File: src/rtl/pe_sched_pkg.sv
// Shared state type and default geometry for the PE row scheduler.
package pe_sched_pkg;
   localparam int WCOUNT   = 4;
   localparam int N_ROWS   = 64;
   localparam int N_COLS   = 64;
   localparam int PE_ACC_W = 14;

   typedef enum logic [2:0] {IDLE, CLR, MAC, FLUSH, OUT} sched_state_t;

   // Index width that stays legal for a single-entry range.
   function automatic int idx_w(input int n);
      return (n > 1) ? $clog2(n) : 1;
   endfunction
endpackage

File: src/rtl/pe_row_sched_if.sv
// Result channel of the PE row scheduler: one row dot product per valid/ready handshake.
interface pe_row_sched_if #(
   parameter int ROW_W = 6,
   parameter int ACC_W = 14
);
   logic             res_valid;
   logic             res_ready;
   logic [ACC_W-1:0] res_data;
   logic [ROW_W-1:0] res_row;

   modport master (output res_valid, res_data, res_row, input res_ready);
   modport slave  (input res_valid, res_data, res_row, output res_ready);
endinterface

File: src/rtl/pe_sched_perf.sv
// Saturating job cycle counter, instantiated only when PE_SCHED_PERF_CNT_EN is defined.
module pe_sched_perf (
   input  logic        clk,
   input  logic        rst,
   input  logic        clr,
   input  logic        inc,
   output logic [31:0] cnt
);
   always_ff @(posedge clk) begin
      if (rst || clr)
         cnt <= '0;
      else if (inc && cnt != '1)
         cnt <= cnt + 32'd1;
   end
endmodule

File: src/rtl/pe_row_sched.sv
// Row-by-row MAC scheduler for a single PE: clear, BEATS multiply beats, flush, hand off result.
// Optional cycle counter behind macro PE_SCHED_PERF_CNT_EN (cyc_cnt ties to 0 otherwise).
module pe_row_sched #(
   parameter int WCOUNT = pe_sched_pkg::WCOUNT,
   parameter int N_ROWS = pe_sched_pkg::N_ROWS,
   parameter int N_COLS = pe_sched_pkg::N_COLS
) (
   input  logic                                                clk,
   input  logic                                                rst,
   input  logic                                                start,
   input  logic                                                abort,
   output logic                                                busy,
   output logic                                                done,
   output logic [pe_sched_pkg::idx_w(N_ROWS)-1:0]              row_idx,
   output logic [pe_sched_pkg::idx_w(N_COLS/WCOUNT)-1:0]       beat_idx,
   output logic                                                pe_en,
   output logic                                                pe_clr,
   output logic                                                pe_zero,
   input  logic [pe_sched_pkg::PE_ACC_W-1:0]                   pe_out,
   output logic [31:0]                                         cyc_cnt,
   pe_row_sched_if.master                                      res
);
   import pe_sched_pkg::*;

   localparam int BEATS = N_COLS / WCOUNT;
   localparam int RW    = idx_w(N_ROWS);
   localparam int BW    = idx_w(BEATS);
   localparam logic [RW-1:0] ROW_LAST  = RW'(N_ROWS - 1);
   localparam logic [BW-1:0] BEAT_LAST = BW'(BEATS - 1);

   sched_state_t state;
   logic         res_vld;

   // PE is idle (en=0) during OUT, so pe_out is stable for the whole handshake.
   assign res.res_valid = res_vld;
   assign res.res_data  = res_vld ? pe_out : '0;
   assign res.res_row   = row_idx;

   always_ff @(posedge clk) begin
      if (rst) begin
         state    <= IDLE;
         row_idx  <= '0;
         beat_idx <= '0;
         busy     <= 1'b0;
         done     <= 1'b0;
         res_vld  <= 1'b0;
         pe_en    <= 1'b0;
         pe_zero  <= 1'b0;
         pe_clr   <= 1'b1;
      end else begin
         done    <= 1'b0;
         res_vld <= 1'b0;
         pe_en   <= 1'b0;
         pe_zero <= 1'b0;
         pe_clr  <= 1'b0;
         if (abort && state != IDLE) begin
            state    <= IDLE;
            busy     <= 1'b0;
            beat_idx <= '0;
            pe_clr   <= 1'b1;
         end else begin
            case (state)
               IDLE: if (start && !abort) begin
                  state    <= CLR;
                  busy     <= 1'b1;
                  row_idx  <= '0;
                  beat_idx <= '0;
                  pe_clr   <= 1'b1;
               end
               CLR: begin
                  state    <= MAC;
                  pe_en    <= 1'b1;
                  beat_idx <= '0;
               end
               MAC: begin
                  pe_en <= 1'b1;
                  if (beat_idx == BEAT_LAST) begin
                     state    <= FLUSH;
                     pe_zero  <= 1'b1;
                     beat_idx <= '0;
                  end else begin
                     beat_idx <= beat_idx + 1'b1;
                  end
               end
               FLUSH: begin
                  state   <= OUT;
                  res_vld <= 1'b1;
               end
               OUT: begin
                  if (res.res_ready) begin
                     if (row_idx == ROW_LAST) begin
                        state <= IDLE;
                        busy  <= 1'b0;
                        done  <= 1'b1;
                     end else begin
                        state   <= CLR;
                        row_idx <= row_idx + 1'b1;
                        pe_clr  <= 1'b1;
                     end
                  end else begin
                     res_vld <= 1'b1;
                  end
               end
               default: begin
                  state <= IDLE;
                  busy  <= 1'b0;
               end
            endcase
         end
      end
   end

`ifdef PE_SCHED_PERF_CNT_EN
   logic start_acc;
   assign start_acc = (state == IDLE) && start && !abort;

   pe_sched_perf u_perf (
      .clk (clk),
      .rst (rst),
      .clr (start_acc),
      .inc (busy),
      .cnt (cyc_cnt)
   );
`else
   assign cyc_cnt = '0;
`endif
endmodule

File: src/flat_wrapper.sv
// flat-port wrapper written by rule: the top's interface ports become plain ports
module pe_row_sched_flat import pe_sched_pkg::*;
#(
   parameter int WCOUNT = pe_sched_pkg::WCOUNT,
   parameter int N_ROWS = pe_sched_pkg::N_ROWS,
   parameter int N_COLS = pe_sched_pkg::N_COLS
)
  (clk, rst, start, abort, busy, done, row_idx, beat_idx, pe_en, pe_clr, pe_zero, pe_out, cyc_cnt, res_res_valid, res_res_data, res_res_row, res_res_ready);
  pe_row_sched_if #(.ROW_W((idx_w(N_ROWS))), .ACC_W(PE_ACC_W)) res_i ();
  input  logic clk;
  input  logic rst;
  input  logic start;
  input  logic abort;
  output logic busy;
  output logic done;
  output logic [pe_sched_pkg::idx_w(N_ROWS)-1:0] row_idx;
  output logic [pe_sched_pkg::idx_w(N_COLS/WCOUNT)-1:0] beat_idx;
  output logic pe_en;
  output logic pe_clr;
  output logic pe_zero;
  input  logic [pe_sched_pkg::PE_ACC_W-1:0] pe_out;
  output logic [31:0] cyc_cnt;
  output wire logic [$bits(res_i.res_valid)-1:0] res_res_valid;
  output wire logic [$bits(res_i.res_data)-1:0] res_res_data;
  output wire logic [$bits(res_i.res_row)-1:0] res_res_row;
  input wire logic [$bits(res_i.res_ready)-1:0] res_res_ready;
  assign res_res_valid = res_i.res_valid;
  assign res_res_data = res_i.res_data;
  assign res_res_row = res_i.res_row;
  assign res_i.res_ready = res_res_ready;
  pe_row_sched #(.WCOUNT(WCOUNT), .N_ROWS(N_ROWS), .N_COLS(N_COLS)) u_core (.clk(clk), .rst(rst), .start(start), .abort(abort), .busy(busy), .done(done), .row_idx(row_idx), .beat_idx(beat_idx), .pe_en(pe_en), .pe_clr(pe_clr), .pe_zero(pe_zero), .pe_out(pe_out), .cyc_cnt(cyc_cnt), .res(res_i));
endmodule
File: config.mk
export PLATFORM = sky130hd
export DESIGN_NAME = pe_row_sched_flat
export DESIGN_NICKNAME = d
export VERILOG_FILES = /design/src/rtl/pe_sched_pkg.sv /design/src/rtl/pe_row_sched_if.sv /design/src/rtl/pe_sched_perf.sv /design/src/rtl/pe_row_sched.sv /design/src/flat_wrapper.sv
export SDC_FILE = /design/constraint.sdc
export NUM_CORES = 1
export LEC_CHECK = 0
export BUFFER_PORTS_ARGS = -buffer_cell sky130_fd_sc_hd__buf_2
export CELL_PAD_IN_SITES_DETAIL_PLACEMENT = 0
export CELL_PAD_IN_SITES_GLOBAL_PLACEMENT = 1
export CORE_MARGIN = 3
export CORE_UTILIZATION = 28
export CTS_CLUSTER_SIZE = 30
export DETAILED_ROUTE_END_ITERATION = 8
export GPL_ROUTABILITY_DRIVEN = 0
export GPL_TIMING_DRIVEN = 0
export PLACE_DENSITY = 0.9
export SYNTH_ARGS = -nofsm -noshare
export SYNTH_HDL_FRONTEND = slang
export SYNTH_HIERARCHICAL = 1
export SYNTH_SLANG_ARGS = --single-unit
export TNS_END_PERCENT = 10
File: constraint.sdc
create_clock -name clk -period 2.3 [get_ports clk]
set_clock_uncertainty 0.2 [all_clocks]
set_input_delay 0.115 -clock clk [delete_from_list [all_inputs] [get_ports clk]]
set_output_delay 0.115 -clock clk [all_outputs]
set_load 0.005 [all_outputs]
==> flow_metrics.env <==
export IMPL_status="finished clean"
export IMPL_timing_rr_start="u_core/res.res_row[0]$_SDFFE_PP0P_"
export IMPL_grt_antenna_before_repair=0
export IMPL_initialDrtViolationCount=36
export IMPL_crit_path_end_kind="flip-flop"
export IMPL_required_ps=2310
export IMPL_synth_most_common_cell="buf_4"
export IMPL_worstSkewPairLatency_ps=260
export IMPL_critPathTopFamily="simple AND/OR/NAND/NOR gates"
export IMPL_grt_overflow_total=0
export IMPL_r2r_end="u_core/res.res_row[0]$_SDFFE_PP0P_"
export IMPL_p_leak_uw=0.00101
export IMPL_synth_top_area_cell="dfxtp_1"
export IMPL_finalHoldViolCount=0
export IMPL_cts_resized=0
export IMPL_crit_path_max_incr_delay_ps=370
export IMPL_wl_per_cell_um=9.55
export IMPL_drtPass1Iterations=4
export IMPL_worstHoldStart="abort"
export IMPL_path_cells="ha_1 > and4_1 > and2_1 > nor4_1 > a22o_1"
export IMPL_ir_drop_mv=0.251
export IMPL_grt_pass1_wl_um=4330
export IMPL_synth_ff_type="dfxtp_1"
export IMPL_rsz0062_at_grt="no"
export IMPL_nets=271
export IMPL_vias=1219
export IMPL_drc_errors=0
export IMPL_maxCapViolations=0
export IMPL_clock_fmax_ghz=0.545
export IMPL_crit_type="reg -> reg"
export IMPL_grt_use_total_pct=9.88
export IMPL_hold_depth=4
export IMPL_final_area_mm2=0.00182
export IMPL_p_per_area_mw_per_mm2=425
export IMPL_synth_enable_flop_cells=0
export IMPL_diodes=0
export IMPL_arrival_ps=1850
export IMPL_synth_warning_count=6
export IMPL_initial_core_util_pct=29.5
export IMPL_die_area_mm2=0.00551
export IMPL_cts_hold_buf=2
export IMPL_grtUsageMet2_pct=15.9
export IMPL_async_reset_ff_share_pct=0
export IMPL_dp_worst_setup_slack_ps=475
export IMPL_finalWirelength_um=2880
export IMPL_grt_pass1_vias=986
export IMPL_htree_levels=1
export IMPL_post_dp_hpwl_um=2340
export IMPL_ys_ff_latch=19
export IMPL_placed_area_mm2=0.00175
export IMPL_r2r_slack_ps=460
export IMPL_ios=87
export IMPL_min_to="u_core/pe_zero$_SDFF_PP0_"
export IMPL_synth_common_cells="buf_4, dfxtp_1, and2_1, a21oi_1, nor2_1"
export IMPL_finalPower_uw=775
export IMPL_chipHeight_um=74.2
export IMPL_finalCritPeriodShare_pct=79.8
export IMPL_setup_viol=0
export IMPL_via_per_inst=4.05
export IMPL_area_delta_synth_final_pct=39.8
export IMPL_grtUsageMet1_pct=12.5
export IMPL_top_usage_layer="met2"
export IMPL_clock_sinks=19
export IMPL_slew_violations=0
export IMPL_rr_worst_depth=5
export IMPL_tns_ps=0
export IMPL_cts_root_buf="clkbuf_8"
export IMPL_yosysUniqueCellTypes=42
export IMPL_worstPathMaxFanout=5
export IMPL_slowest_stage="nor4_1"
export IMPL_holdCritPathClass="in -> reg"
export IMPL_cts_tree="built"
export IMPL_drive_gt1_share_pct=41.8
export IMPL_startpoint_type="flip-flop"
export IMPL_grtUsageMet3_pct=2.84
export IMPL_clkSlewWorstSetupHoldPaths_ps=80
export IMPL_post_route_min_period_ps=1840
export IMPL_final_cell_count_no_fill=301
export IMPL_numPortBuffers=54
export IMPL_synthCells=158
export IMPL_ys_seq_area_share_pct=29.2
export IMPL_clock_path_buffers=2
export IMPL_syn_area_mm2=0.00130
export IMPL_ant_nets=0
export IMPL_synth_area_leaders="dfxtp_1, buf_4, and2_1"
export IMPL_grt_max_degree=12
export IMPL_core_area_mm2=0.00441
export IMPL_avgSynthCellArea_um2=8.24
export IMPL_synth_top_area_share_pct=29.2
export IMPL_worst_slack_ps=464
export IMPL_cts_inserted_buffers=3
export IMPL_post_cts_buffers=0
export IMPL_die_w_um=74.2
export IMPL_worst_path_buf_inv=0
export IMPL_fp_row_count=24
export IMPL_placedCellCount=295
worst min-delay path, stage by stage:
cell and delay [ps]:
buf_2 100, o21ai_0 70, nand2_1 120, nor3_1 70
kinds of logic after synthesis:
logic type | Yosys count | share of synthesized area (%)
and+or+nand+nor | 58 | 26.0
buffers and inverters | 47 | 25.8
AOI/OAI and AO/OA | 29 | 15.3
DFF | 19 | 29.2
adders and majority gates | 2 | 1.92
other | 1 | 0.288
xor gates and xnor gates | 1 | 0.673
muxes | 1 | 0.769
state kept, by name, summed over array words and instances (netlist names):
signal	flops
u_core/beat_idx	4
u_core/pe_zero	1
u_core/done	1
u_core/state	3
u_core/busy	1
u_core/pe_en	1
u_core/pe_clr	1
u_core/res.res_valid	1
u_core/res.res_row	6
where the power goes:
part | total (uW) | switching (uW) | leakage (uW) | internal, uW
registers | 352 | 8.21 | 0.000154 | 344
clock network | 235 | 114 | 0.0000255 | 121
logic | 188 | 89.7 | 0.000828 | 98.3
total | 775 | 212 | 0.00101 | 562
layout make-up:
class	instances	area (um^2)
Buffer	44	325
Clock buffer	3	41.3
Clock inverter	1	5.00
Fill cell	464	2590
Inverter	3	11.3
Multi-Input combinational cell	123	702
Sequential cell	19	380
Tap cell	52	65.1
Timing Repair Buffer	56	290
worst max-delay path by stage:
stage                                         end  cells past startpoint  slack [ps]                               start
4_1_cts        u_core/res.res_row[0]$_SDFFE_PP0P_                      5         450  u_core/res.res_row[0]$_SDFFE_PP0P_
3_3_place_gp   u_core/res.res_row[0]$_SDFFE_PP0P_                      5         470  u_core/res.res_row[0]$_SDFFE_PP0P_
5_1_grt        u_core/res.res_row[0]$_SDFFE_PP0P_                      5         340  u_core/res.res_row[0]$_SDFFE_PP0P_
3_5_place_dp   u_core/res.res_row[0]$_SDFFE_PP0P_                      5         470  u_core/res.res_row[0]$_SDFFE_PP0P_
6_report       u_core/res.res_row[0]$_SDFFE_PP0P_                      5         460  u_core/res.res_row[0]$_SDFFE_PP0P_
2_1_floorplan  u_core/res.res_row[0]$_SDFFE_PP0P_                      5         600  u_core/res.res_row[0]$_SDFFE_PP0P_
stage by stage:
stage                     utilization (%)  hold WS [ps]
after global placement               39.7           174
final                                41.2          62.9
after floorplan                         -         -12.2
after CTS                            41.2          57.1
after global routing                 41.2           102
after detailed placement             39.7           169
cell usage in the layout, fill, tap and decap left out, types with 2 or more instances in the layout:
cell / instances
buf_2: 56
buf_4: 38
conb_1: 32
dfxtp_1: 19
and2_1: 16
nor2_1: 9
a21oi_1: 9
nand2_1: 5
o21ai_0: 5
nor3_1: 5
nand3_1: 4
and3_1: 4
clkbuf_8: 3
inv_1: 3
nand2b_1: 3
dlygate4sd3_1: 2
clkbuf_1: 2
buf_6: 2
or3b_1: 2
nor3b_1: 2
a31oi_1: 2
a211oi_1: 2
ha_1: 2
layer usage:
layer,vias to the layer above,share of wire (%)
li1,652,-
met1,531,43
met2,32,49
met3,4,6.5
met4,0,1.0
met5,-,0
(Power assumes the default switching activity.)
